File: src/rtl/wb_stage_if.sv
// wb_stage_if: bundles the memory-stage handshake, register-file write
// port and forwarding tap of the write-back stage.
// master: the upstream/observing side (memory stage, register file, hazard unit).
// slave : the write-back stage itself.
interface wb_stage_if #(
    parameter int BUS_WIDTH      = 64,
    parameter int REG_ADDR_WIDTH = 5
);
    logic                      in_valid;
    logic                      in_ready;
    logic                      mem_read;
    logic                      reg_write;
    logic [REG_ADDR_WIDTH-1:0] rd;
    logic [BUS_WIDTH-1:0]      write_data;
    logic [BUS_WIDTH-1:0]      mem_out;
    logic                      flush;
    logic                      rf_we;
    logic [REG_ADDR_WIDTH-1:0] rf_waddr;
    logic [BUS_WIDTH-1:0]      rf_wdata;
    logic                      stall;
    logic                      fwd_valid;
    logic [REG_ADDR_WIDTH-1:0] fwd_rd;
    logic [BUS_WIDTH-1:0]      fwd_data;

    modport master (
        output in_valid, mem_read, reg_write, rd, write_data, mem_out, flush,
        input  in_ready, rf_we, rf_waddr, rf_wdata, stall,
               fwd_valid, fwd_rd, fwd_data
    );

    modport slave (
        input  in_valid, mem_read, reg_write, rd, write_data, mem_out, flush,
        output in_ready, rf_we, rf_waddr, rf_wdata, stall,
               fwd_valid, fwd_rd, fwd_data
    );
endinterface

File: src/rtl/wb_stage.sv
// wb_stage: write-back stage. Retires one instruction per handshake,
// waits out the fixed data-memory read latency on loads, and drives the
// register-file write port with a one-cycle commit pulse.
// Optional feature macro: WB_FWD_EN exposes a WB->EX forwarding tap that
// mirrors the register-file write port; undefined ties the tap to zero.
//
// state     | meaning
// ----------+---------------------------------------------------------
// IDLE      | ready to accept; non-loads retire here one per cycle
// LOAD_WAIT | load outstanding; counter runs down to the data capture
module wb_stage #(
    parameter int BUS_WIDTH      = 64,
    parameter int REG_ADDR_WIDTH = 5,
    parameter int LOAD_LATENCY   = 2
) (
    input logic         clk,
    input logic         rst,
    wb_stage_if.slave   bus
);

    typedef enum logic [0:0] {
        IDLE      = 1'b0,
        LOAD_WAIT = 1'b1
    } state_t;

    // Counter starts at LOAD_LATENCY-1 so the capture lands on edge T+LOAD_LATENCY.
    localparam logic [2:0] LAT_M1 = 3'(LOAD_LATENCY - 1);

    state_t                    state;
    logic [2:0]                count;
    logic                      in_ready_q;
    logic [REG_ADDR_WIDTH-1:0] pend_rd;
    logic                      pend_we;
    logic                      rf_we_q;
    logic [REG_ADDR_WIDTH-1:0] rf_waddr_q;
    logic [BUS_WIDTH-1:0]      rf_wdata_q;
    logic                      accept;

    // in_ready_q is high only in IDLE, so accept implies IDLE.
    assign accept = bus.in_valid & in_ready_q & ~bus.flush;

    // Sequencer: accept, load wait, commit pulse and flush handling.
    always_ff @(posedge clk) begin
        if (rst) begin
            state      <= IDLE;
            count      <= 3'd0;
            in_ready_q <= 1'b1;
            pend_rd    <= '0;
            pend_we    <= 1'b0;
            rf_we_q    <= 1'b0;
            rf_waddr_q <= '0;
            rf_wdata_q <= '0;
        end else begin
            rf_we_q <= 1'b0;
            case (state)
                IDLE: begin
                    if (accept) begin
                        if (bus.mem_read) begin
                            pend_rd    <= bus.rd;
                            pend_we    <= bus.reg_write;
                            count      <= LAT_M1;
                            state      <= LOAD_WAIT;
                            in_ready_q <= 1'b0;
                        end else begin
                            rf_we_q <= bus.reg_write & (bus.rd != '0);
                            // Port holds its last value unless a write is issued;
                            // an x0 write still updates it (value is a don't-care).
                            if (bus.reg_write) begin
                                rf_waddr_q <= bus.rd;
                                rf_wdata_q <= bus.write_data;
                            end
                        end
                    end
                end
                LOAD_WAIT: begin
                    if (bus.flush) begin
                        // Flush beats the capture edge: the load is dropped.
                        state      <= IDLE;
                        count      <= 3'd0;
                        in_ready_q <= 1'b1;
                    end else if (count != 3'd0) begin
                        count <= count - 3'd1;
                    end else begin
                        rf_we_q <= pend_we & (pend_rd != '0);
                        if (pend_we) begin
                            rf_waddr_q <= pend_rd;
                            rf_wdata_q <= bus.mem_out;
                        end
                        state      <= IDLE;
                        in_ready_q <= 1'b1;
                    end
                end
                default: begin
                    state      <= IDLE;
                    count      <= 3'd0;
                    in_ready_q <= 1'b1;
                end
            endcase
        end
    end

    assign bus.in_ready = in_ready_q;
    assign bus.stall    = ~in_ready_q;
    assign bus.rf_we    = rf_we_q;
    assign bus.rf_waddr = rf_waddr_q;
    assign bus.rf_wdata = rf_wdata_q;

`ifdef WB_FWD_EN
    assign bus.fwd_valid = rf_we_q;
    assign bus.fwd_rd    = rf_waddr_q;
    assign bus.fwd_data  = rf_wdata_q;
`else
    assign bus.fwd_valid = 1'b0;
    assign bus.fwd_rd    = '0;
    assign bus.fwd_data  = '0;
`endif

endmodule

File: src/flat_wrapper.sv
// flat-port wrapper written by rule: the top's interface ports become plain ports
module wb_stage_flat 
#(
    parameter int BUS_WIDTH      = 64,
    parameter int REG_ADDR_WIDTH = 5,
    parameter int LOAD_LATENCY   = 2
)
  (clk, rst, bus_in_valid, bus_mem_read, bus_reg_write, bus_rd, bus_write_data, bus_mem_out, bus_flush, bus_in_ready, bus_rf_we, bus_rf_waddr, bus_rf_wdata, bus_stall, bus_fwd_valid, bus_fwd_rd, bus_fwd_data);
  wb_stage_if #(.BUS_WIDTH(BUS_WIDTH), .REG_ADDR_WIDTH(REG_ADDR_WIDTH)) bus_i ();
  input logic clk;
  input logic rst;
  input wire logic [$bits(bus_i.in_valid)-1:0] bus_in_valid;
  input wire logic [$bits(bus_i.mem_read)-1:0] bus_mem_read;
  input wire logic [$bits(bus_i.reg_write)-1:0] bus_reg_write;
  input wire logic [$bits(bus_i.rd)-1:0] bus_rd;
  input wire logic [$bits(bus_i.write_data)-1:0] bus_write_data;
  input wire logic [$bits(bus_i.mem_out)-1:0] bus_mem_out;
  input wire logic [$bits(bus_i.flush)-1:0] bus_flush;
  output wire logic [$bits(bus_i.in_ready)-1:0] bus_in_ready;
  output wire logic [$bits(bus_i.rf_we)-1:0] bus_rf_we;
  output wire logic [$bits(bus_i.rf_waddr)-1:0] bus_rf_waddr;
  output wire logic [$bits(bus_i.rf_wdata)-1:0] bus_rf_wdata;
  output wire logic [$bits(bus_i.stall)-1:0] bus_stall;
  output wire logic [$bits(bus_i.fwd_valid)-1:0] bus_fwd_valid;
  output wire logic [$bits(bus_i.fwd_rd)-1:0] bus_fwd_rd;
  output wire logic [$bits(bus_i.fwd_data)-1:0] bus_fwd_data;
  assign bus_i.in_valid = bus_in_valid;
  assign bus_i.mem_read = bus_mem_read;
  assign bus_i.reg_write = bus_reg_write;
  assign bus_i.rd = bus_rd;
  assign bus_i.write_data = bus_write_data;
  assign bus_i.mem_out = bus_mem_out;
  assign bus_i.flush = bus_flush;
  assign bus_in_ready = bus_i.in_ready;
  assign bus_rf_we = bus_i.rf_we;
  assign bus_rf_waddr = bus_i.rf_waddr;
  assign bus_rf_wdata = bus_i.rf_wdata;
  assign bus_stall = bus_i.stall;
  assign bus_fwd_valid = bus_i.fwd_valid;
  assign bus_fwd_rd = bus_i.fwd_rd;
  assign bus_fwd_data = bus_i.fwd_data;
  wb_stage #(.BUS_WIDTH(BUS_WIDTH), .REG_ADDR_WIDTH(REG_ADDR_WIDTH), .LOAD_LATENCY(LOAD_LATENCY)) u_core (.clk(clk), .rst(rst), .bus(bus_i));
endmodule
File: config.mk
export PLATFORM = sky130hd
export DESIGN_NAME = wb_stage_flat
export DESIGN_NICKNAME = d
export VERILOG_FILES = /design/src/rtl/wb_stage_if.sv /design/src/rtl/wb_stage.sv /design/src/flat_wrapper.sv
export SDC_FILE = /design/constraint.sdc
export NUM_CORES = 1
export LEC_CHECK = 0
export BUFFER_PORTS_ARGS = -buffer_cell sky130_fd_sc_hd__buf_4
export CAP_MARGIN = 30
export CORE_MARGIN = 4
export CORE_UTILIZATION = 40
export CTS_CLUSTER_DIAMETER = 40
export DETAILED_ROUTE_END_ITERATION = 10
export GPL_ROUTABILITY_DRIVEN = 0
export PLACE_DENSITY = 0.8
export SLEW_MARGIN = 20
export SYNTH_ARGS = -nofsm -noshare
export SYNTH_HDL_FRONTEND = slang
export SYNTH_SLANG_ARGS = --single-unit
File: constraint.sdc
create_clock -name clk -period 5.24 [get_ports clk]
set_clock_uncertainty 0.2 [all_clocks]
set_input_delay 1.048 -clock clk [delete_from_list [all_inputs] [get_ports clk]]
set_output_delay 1.048 -clock clk [all_outputs]
set_load 0.005 [all_outputs]
==> flow_summary.toml <==
[run_status]
status = "finished clean"

[timing]
slew_headroom = 0.4262
rsz0062_at_grt = "false"
setup_viol = 0
maxClockFrequency_mhz = 318.2
finalHoldViolations = 0
drv_slew = 0
period_minus_slack_ns = 3.143
final.period_utilization = 0.5998
tns_ns = 0
worst_slew_pin_slew_ns = 0.8607

[critical_path]
crit_type = "in -> reg"
critPathMaxStageDelay_ns = 0.77
crit_chain = "buf_4 -> and4bb_1 -> a32o_4 -> buf_12 -> nor2_1 -> a211oi_1"
r2r-end = "u_core.bus.rf_waddr[4]"
cp-start-kind = "primary input"
endpoint = "u_core.bus.rf_waddr[4]"
r2r_start = "u_core.count[0]"
cp-end-kind = "flop"
path_buf_inv = 2
worstSetupPathDepth = 6
cp.arrival_ns = 3.20
rrSetupSlack_ns = 2.47
crit_fanout = 71
worstRegToRegCells = 7
crit_required_ns = 5.30
slowest_stage = "a32o_4"
crit_start = "bus_flush"
cp_top_family = "compound AO/OA/AOI/OAI gates"

[detailed_routing]
route.detailed.drc = 0
ant_nets = 0
via_per_inst = 4.723
vias = 3703
initialDrtViolationCount = 107
wl_per_cell_um = 14.22
routed_wl_um = 11150
dr.pass1.iters = 4

[clocking]
clk_pin_slew_worst_paths_ns = 0.08
root_buffer = "clkbuf_8"
insertion_delay_ns = 0.34
cts.sinks = 81
cts_tree = "yes"
clock_path_buffers = 2
cts_hold_buf = 0
htreeDepth = 3
cts_resized = 0
cts_buffers = 9
post_cts_buffers = 0

[layout]
antenna_cells = 0
register_area_sq_um = 1625
drive_above_1_share = 0.4534
multi_input_area_sq_um = 2346
final_cells = 784
area_growth_pct = 34.57
finalNetCount = 780
fill_cells = 974

[job]
cap_violations = 0

[power]
leakage_nw = 2.468
total_power_mw = 1.364
ir_drop_mv = 0.1758
power_density_nw_per_um2 = 226.9

[place]
port_buffers = 210
post-place-cells = 768
hpwlAfterDp_um = 8674

[logic_synthesis]
yosys.area.top_type = "dfxtp_1"
synth.cell_area_sq_um = 4467
ys_seq_elements = 81
netlist_instances = 450
ys_warn_count = 0
synth_top_area_frac = 0.3630
synth.area.top_cells = "dfxtp_1 36%, a211oi_2 17%, mux2i_1 15%"
synth.distinct_cells = 29
seq_area_frac_synth = 0.3630
avgSynthCellArea_sq_um = 9.926

[floorplanning]
die_w_um = 113.7
initial_core_util = 0.4103
design.core.area_sq_um = 10890
die-area_sq_um = 12920
fp-row-count = 38
design.portCount = 281
die_y_um = 113.7

[min_path]
hold_class = "reg -> reg"

[global_routing]
grt_max_degree = 72
grt_pass1_wl_um = 17290
antenna_found_initial = 0
grtUsageMet1 = 0.1830
grt_use_met2 = 0.2941
grt_pass1_vias = 3734
grt_overflow = 0
busiest_layer = "met2"
track_usage = 0.1637
met3_usage = 0.04615
-- tightest hold or removal path, cell delays in order (launching register included) --
cell     delay, ns
dfxtp_1       0.33
nand2_1       0.06
a21oi_1       0.05
-- layer usage --
layer | wire length [um] | share of wire
met1 | 4165 | 0.37
met2 | 5770 | 0.52
met5 | 0 | 0
met3 | 1027 | 0.092
met4 | 187 | 0.017
-- report_power, final --
part	switching [mW]	total [mW]	leakage, nW	internal, mW
combinational	0.113	0.248	1.71	0.134
sequential	0.0120	0.649	0.658	0.637
clock	0.233	0.468	0.101	0.235
total	0.358	1.36	2.47	1.01
-- through the flow --
stage	hold WS [ns]	util	worst slack, ns	area (sq um)
floorplan	0.2486	-	2.826	4726
global placement	0.2646	0.5295	1.876	5766
detailed placement	0.2747	0.5339	1.753	5813
CTS	0.2865	0.5521	2.134	6011
global route	0.3128	0.5521	1.892	6011
finish	0.2801	0.5521	2.097	6011
-- worst min-delay path by stage --
| stage | start | endpoint | slack (ns) | cells after the start |
|---|---|---|---|---|
| global route | u_core.pend_rd[1] | u_core.pend_rd[1] | 0.31 | 2 |
| CTS | u_core.pend_rd[1] | u_core.pend_rd[1] | 0.29 | 2 |
| finish | u_core.pend_rd[1] | u_core.pend_rd[1] | 0.28 | 2 |
| global placement | u_core.pend_rd[0] | u_core.pend_rd[0] | 0.26 | 2 |
| floorplan | u_core.pend_rd[0] | u_core.pend_rd[0] | 0.25 | 2 |
| detailed placement | u_core.pend_rd[1] | u_core.pend_rd[1] | 0.27 | 2 |
-- sequential cells by signal, summed over array words and instances (netlist names) --
name                 cells
u_core.bus.rf_waddr      5
u_core.state             1
u_core.count             3
u_core.pend_rd           5
u_core.bus.rf_we         1
u_core.bus.in_ready      1
u_core.pend_we           1
u_core.bus.rf_wdata     64
-- cell usage in the layout, fill, tap and decap left out, drive strengths merged, types with 2 or more instances in the layout --
| cell | netlist | routed |
|---|---|---|
| a211oi | 70 | 70 |
| a21oi | 10 | 10 |
| buf | 94 | 214 |
| clkbuf | 11 | 12 |
| clkinv | 0 | 3 |
| conb | 1 | 70 |
| dfxtp | 81 | 81 |
| ha | 2 | 2 |
| inv | 4 | 4 |
| mux2i | 69 | 69 |
| nand2 | 10 | 10 |
| nand3 | 7 | 7 |
| nor2 | 74 | 74 |
| nor2b | 3 | 3 |
| o21ai | 3 | 3 |
-- kinds of logic after synthesis --
logic type / count (synthesis) / synth area share
and+or+nand+nor: 100 / 0.09300
adders and majority gates: 2 / 0.005601
buffers and inverters: 109 / 0.1720
DFF: 81 / 0.3630
muxes: 70 / 0.1571
AOI/OAI and AO/OA: 87 / 0.2084
other: 1 / 0.0008395
-- final cells by class --
cell class | instances | area share
multi-input cells | 329 | 0.3903
repair buffers | 214 | 0.2748
flip-flops and latches | 81 | 0.2704
well taps | 140 | 0.02914
clock buffers | 12 | 0.02415
clock inverters | 4 | 0.008743
inverters | 4 | 0.002498
-- Yosys cell counts --
library cell,instances
mux2i_1,69
mux2_2,1
clkbuf_1,11
and4bb_1,1
o211ai_1,1
nand3_1,7
ha_1,2
buf_4,77
a32o_2,1
dfxtp_1,81
inv_1,4
nor2_1,74
nand2b_1,1
nand2_1,10
a21o_1,1
nand4b_1,1
conb_1,1
a32oi_1,1
nor3_1,1
a211oi_2,61
a21oi_1,10
a211oi_1,9
buf_6,8
buf_2,8
o21ai_0,3
or4_1,1
nor2b_1,3
buf_1,1
nand4_1,1
Note: power is estimated with default switching activity, not from simulation.
